### config.mk
export PLATFORM = sky130hd
export DESIGN_NAME = spi_responder
export DESIGN_NICKNAME = d
export VERILOG_FILES = /design/src/rtl/spi_resp_pkg.sv /design/src/rtl/spi_sync_edge.sv /design/src/rtl/spi_responder.sv
export SDC_FILE = /design/constraint.sdc
export NUM_CORES = 1
export LEC_CHECK = 0
export CAP_MARGIN = 10
export CORE_ASPECT_RATIO = 1.4
export CORE_MARGIN = 2
export CORE_UTILIZATION = 58
export CTS_BUF_LIST = sky130_fd_sc_hd__clkbuf_4
export DETAILED_ROUTE_END_ITERATION = 16
export HOLD_SLACK_MARGIN = 0.05
export PLACE_DENSITY = 0.78
export SLEW_MARGIN = 20
export SYNTH_ARGS = -nofsm -noshare
export SYNTH_HDL_FRONTEND = slang
export SYNTH_HIERARCHICAL = 1
export SYNTH_SLANG_ARGS = --single-unit
### constraint.sdc
create_clock -name Clk -period 1.8 [get_ports Clk]
set_input_delay 0.27 -clock Clk [delete_from_list [all_inputs] [get_ports Clk]]
set_output_delay 0.27 -clock Clk [all_outputs]
set_load 0.02 [all_outputs]
### src/rtl/spi_resp_pkg.sv
// Shared types and command-byte field positions for the SPI register responder.
package spi_resp_pkg;

    typedef enum logic [1:0] {IDLE, CMD, DATA} spi_state_t;

    localparam int ADDR_MSB = 7;
    localparam int ADDR_LSB = 3;
    localparam int W_BIT    = 1;
    localparam int NUM_REGS = 32;
    localparam int ADDR_W   = ADDR_MSB - ADDR_LSB + 1;

    function automatic logic [ADDR_W-1:0] cmd_addr(input logic [7:0] cmd);
        return cmd[ADDR_MSB:ADDR_LSB];
    endfunction

endpackage

### src/rtl/spi_sync_edge.sv
// Multi-stage synchronizer for one asynchronous pin, with a registered edge detector.
module spi_sync_edge #(
    parameter int STAGES = 2
) (
    input  logic clk,
    input  logic srst,
    input  logic din,
    output logic level,
    output logic rise,
    output logic fall
);

    logic [STAGES-1:0] sync_reg;
    logic              prev_reg;

    // Chain resets low so a select already held low at reset release shows no falling edge.
    always_ff @(posedge clk) begin
        if (srst) begin
            sync_reg <= '0;
            prev_reg <= 1'b0;
        end else begin
            sync_reg <= {sync_reg[STAGES-2:0], din};
            prev_reg <= sync_reg[STAGES-1];
        end
    end

    assign level = sync_reg[STAGES-1];
    assign rise  = level & ~prev_reg;
    assign fall  = ~level & prev_reg;

endmodule

### src/rtl/spi_responder.sv
// Mode-0 SPI slave exposing a 32 x 8 register file: command byte then a burst of data bytes.
module spi_responder
    import spi_resp_pkg::*;
#(
    parameter int SYNC_STAGES = 2
) (
    input  logic       Clk,
    input  logic       Reset,
    input  logic       SCLK,
    input  logic       SS_n,
    input  logic       MOSI,
    output logic       MISO,
    output logic       MISO_OE,
    input  logic [7:0] Status,
    input  logic [4:0] RdAddr,
    output logic [7:0] RdData,
    output logic       WrStrobe,
    output logic [4:0] WrAddr,
    output logic [7:0] WrData,
    output logic       Busy
);

    localparam int NUM_PINS = 3;

    logic [NUM_PINS-1:0] pin_raw, pin_level, pin_rise, pin_fall;
    logic                sclk_rise, sclk_fall, ss_rise, ss_fall, ss_level, mosi_level;
    logic                unused_edges;

    spi_state_t          state_reg, state_next;
    logic [2:0]          bit_cnt_reg;
    logic [6:0]          shift_in_reg;
    logic [7:0]          shift_out_reg;
    logic                miso_bit_reg, miso_reg;
    logic [ADDR_W-1:0]   addr_reg;
    logic                write_mode_reg;
    logic                pend1_reg, pend2_reg;
    logic [7:0]          spi_rd_reg;
    logic                wr_strobe_reg;
    logic [ADDR_W-1:0]   wr_addr_reg;
    logic [7:0]          wr_data_reg;
    logic [7:0]          rd_data_reg;
    logic [7:0]          regs [NUM_REGS];

    logic                in_xfer, byte_done;
    logic [7:0]          rx_byte;

    assign pin_raw = {MOSI, SS_n, SCLK};

    generate
        for (genvar gi = 0; gi < NUM_PINS; gi++) begin : g_sync
            spi_sync_edge #(.STAGES(SYNC_STAGES)) u_sync (
                .clk   (Clk),
                .srst  (Reset),
                .din   (pin_raw[gi]),
                .level (pin_level[gi]),
                .rise  (pin_rise[gi]),
                .fall  (pin_fall[gi])
            );
        end
    endgenerate

    assign sclk_rise    = pin_rise[0];
    assign sclk_fall    = pin_fall[0];
    assign ss_rise      = pin_rise[1];
    assign ss_fall      = pin_fall[1];
    assign ss_level     = pin_level[1];
    assign mosi_level   = pin_level[2];
    assign unused_edges = ^{pin_level[0], pin_rise[2], pin_fall[2]};

    assign in_xfer   = (state_reg != IDLE) && !ss_rise;
    assign byte_done = in_xfer && sclk_rise && (bit_cnt_reg == 3'd7);
    assign rx_byte   = {shift_in_reg, mosi_level};

    always_comb begin
        state_next = state_reg;
        case (state_reg)
            IDLE:    if (ss_fall) state_next = CMD;
            CMD:     if (ss_rise) state_next = IDLE;
                     else if (byte_done) state_next = DATA;
            DATA:    if (ss_rise) state_next = IDLE;
            default: state_next = IDLE;
        endcase
    end

    always_ff @(posedge Clk) begin
        if (Reset) begin
            state_reg      <= IDLE;
            bit_cnt_reg    <= 3'd0;
            shift_in_reg   <= 7'd0;
            shift_out_reg  <= 8'h00;
            miso_bit_reg   <= 1'b0;
            miso_reg       <= 1'b0;
            addr_reg       <= '0;
            write_mode_reg <= 1'b0;
            pend1_reg      <= 1'b0;
            pend2_reg      <= 1'b0;
            spi_rd_reg     <= 8'h00;
            wr_strobe_reg  <= 1'b0;
            wr_addr_reg    <= '0;
            wr_data_reg    <= 8'h00;
        end else begin
            state_reg     <= state_next;
            wr_strobe_reg <= 1'b0;
            miso_reg      <= miso_bit_reg;
            // Read data is prefetched over two cycles; SCLK phases leave ample room before the next fall.
            spi_rd_reg    <= regs[addr_reg];
            pend1_reg     <= 1'b0;
            pend2_reg     <= pend1_reg;
            if (state_reg == IDLE) begin
                if (ss_fall) begin
                    bit_cnt_reg   <= 3'd0;
                    miso_bit_reg  <= Status[7];
                    shift_out_reg <= {Status[6:0], 1'b0};
                end
            end else if (in_xfer) begin
                if (sclk_rise) begin
                    bit_cnt_reg  <= bit_cnt_reg + 3'd1;
                    shift_in_reg <= rx_byte[6:0];
                    if (byte_done) begin
                        if (state_reg == CMD) begin
                            addr_reg       <= cmd_addr(rx_byte);
                            write_mode_reg <= rx_byte[W_BIT];
                            if (rx_byte[W_BIT]) shift_out_reg <= 8'h00;
                            else                pend1_reg     <= 1'b1;
                        end else if (write_mode_reg) begin
                            wr_strobe_reg <= 1'b1;
                            wr_addr_reg   <= addr_reg;
                            wr_data_reg   <= rx_byte;
                            addr_reg      <= addr_reg + 1'b1;
                            shift_out_reg <= 8'h00;
                        end else begin
                            addr_reg  <= addr_reg + 1'b1;
                            pend1_reg <= 1'b1;
                        end
                    end
                end else if (sclk_fall) begin
                    miso_bit_reg  <= shift_out_reg[7];
                    shift_out_reg <= {shift_out_reg[6:0], 1'b0};
                end
                if (pend2_reg) shift_out_reg <= spi_rd_reg;
            end
        end
    end

    // The write lands at the end of the strobe cycle, so a same-cycle fabric read sees the old byte.
    always_ff @(posedge Clk) begin
        if (Reset) begin
            for (int i = 0; i < NUM_REGS; i++) regs[i] <= 8'h00;
        end else if (wr_strobe_reg) begin
            regs[wr_addr_reg] <= wr_data_reg;
        end
    end

    always_ff @(posedge Clk) begin
        if (Reset) rd_data_reg <= 8'h00;
        else       rd_data_reg <= regs[RdAddr];
    end

    assign MISO     = miso_reg;
    assign Busy     = (state_reg != IDLE);
    assign MISO_OE  = Busy && !ss_level;
    assign RdData   = rd_data_reg;
    assign WrStrobe = wr_strobe_reg;
    assign WrAddr   = wr_addr_reg;
    assign WrData   = wr_data_reg;

endmodule

==> metrics.txt <==
status complete, but fails checks; failing checks negative setup slack; reg2reg setup slack -0.04 ns; worst hold path class primary input to flip-flop; Final Hold Fails 0; Core ar. 28,300 µm²; total power 15.8 mW; wire length per cell 25.4 µm; gpl congestion 0.984; layout cells sized above 1 33.2%; Slew Limit Fails 0; R2R depth 6; Area Overhead vs Synth 19.8%; leakage 7.38 nW; initial antenna violation count 1; Syn Area/Cell 13.4 µm²; buffers added on ports 42; Vias per Instance 6.31; relative slew slack 50.0%; Synth Cell Area 16,700 µm²; Antenna Nets Post-Route 0; Crit. End Element flip-flop; Synth Instances 1,246; R2R Path Start addr_reg[1]; filler instances 1,899; hold-critical path depth 2; cts bufs inserted 77; Critical Path AT 2.38 ns; critical path fanouts, max 40; DP Area 18,400 µm²; Final TNS setup -0.0697 ns; CTS Buffer Depth 3; Worst EP required 2.35 ns; initial core utilization 58.8%; Syn. warnings 6; Max-Cap Viols 0; Util after Layout 70.5%; CTS Root Buffer Type clkbuf_4; Clock Sinks 324; # setup viols final 4; Buf/Inv on CP 2; Max Fclk 0.544 GHz; PwrDens 792 nW/µm²; DRT Pass-1 Iters 5; H-tree level count 3; CP startpoint kind flip-flop; CP Cell Sequence buf_12, nor2b_1, buf_4, a22oi_1, a31oi_2, a211oi_1; CTS clock-pin slew for the worst setup and hold paths 0.08 ns; DP Wirelength 33,000 µm; Tcrit/Tclk final 102%; VDD IR max 0.349 mV; Worst path max stage delay 0.42 ns; critical path's top delay family compound AO/OA/AOI/OAI gates; worst hold endpoint g_sync[0].u_sync/sync_reg[0]; Post-Route WL 47,400 µm; first-pass GRT wire length 71,000 µm; FF-to-FF End spi_rd_reg[6]; Row Count 73; post-route cell area 19,900 µm²; largest net degree at the start of global routing 75; Clk Latency, worst-skew pair 0.74 ns; GR Overflow Total 0; RSZ-0062 raised after global routing true; Tot GR Track Use 32.2%; violation count after the first detailed-route iteration 1,227; DRC violation count after routing 0; setup ws final -0.0369 ns; cell count along the critical path 6; Post-Syn Nets 1,267; CP Class flip-flop to flip-flop; Reg with most FFs regs; Nets 1,450; Via Count 11,768; CP max stage cell dfxtp_4; IO Count 43; number of global-route vias before repair 12,007; Final min period 1.84 ns; max reg flops 256; Final Skew 0.0548 ns; Hold Path Origin SCLK; die height 205 µm; CTS tree built; DIE WIDTH 147 µm; Worst-Margin Slew 0.748 ns; die area 30,100 µm²
==> how the worst max path moves through the flow <==
stage                                  from          endpoint  slack, ns
6_report                        addr_reg[1]     spi_rd_reg[6]      -0.04
5_1_grt                         addr_reg[1]     spi_rd_reg[6]      -0.06
4_1_cts        g_sync[1].u_sync/sync_reg[1]  shift_out_reg[4]      -0.02
3_5_place_dp                    addr_reg[0]     spi_rd_reg[0]      -0.31
3_3_place_gp                    addr_reg[0]     spi_rd_reg[0]      -0.32
2_1_floorplan                     WrAddr[2]        regs[7][0]      -0.07
==> layout by cell type (no fill, tap or decap), types with 27 or more instances in the layout <==
cell type	count
nand2_1	38
edfxtp_1	256
mux2i_1	84
mux4_2	104
clkbuf_4	113
and2_1	256
nor2_1	64
buf_4	132
or2_2	27
dfxtp_1	61
nor2b_1	37
==> stage by stage <==
| stage | setup WS (ns) | hold WS [ns] | instances |
|---|---|---|---|
| floorplan | -0.0659 | 0.342 | 1246 |
| global placement | -0.318 | 0.418 | 1715 |
| detailed placement | -0.308 | 0.429 | 1715 |
| CTS | -0.0237 | 0.0919 | 1859 |
| global route | -0.0559 | 0.126 | 1866 |
| finish | -0.0369 | 0.131 | 1866 |
==> cell type report <==
cell class	instances	area, µm²	area share, %
Antenna cell	1	2.50	0.0125
Timing Repair Buffer	200	1890	9.47
Inverter	10	37.5	0.188
Sequential cell	324	9060	45.4
Clock buffer	113	848	4.25
Clock inverter	27	183	0.916
Tap cell	375	469	2.35
Multi-Input combinational cell	816	7450	37.4
==> metal layers <==
metal | GRT usage, % | up-vias | share of wire [%]
li1 | - | 5083 | -
met1 | 37.2 | 5760 | 34
met2 | 55.1 | 741 | 50
met3 | 7.28 | 184 | 9.5
met4 | 18.8 | 0 | 6.5
met5 | 0 | - | 0
==> power by group <==
part | internal [mW] | switching (mW) | leakage, nW
Clock | 3.32 | 2.95 | 0.607
Sequential | 8.28 | 0.178 | 3.20
Combinational | 0.535 | 0.549 | 3.57
Total | 12.1 | 3.68 | 7.38
==> what timing repair did <==
| item | in CTS | in global routing |
|---|---|---|
| setup buffers | 8 | 5 |
| hold buffers | 1 | 0 |
| resized for setup | 97 | 41 |
| hold endpoints to repair | 2 | 0 |
| setup endpoints to repair | 43 | 85 |
| cloned | 1 | 2 |
| pin swaps | 10 | 19 |
(Power assumes the default switching activity.)
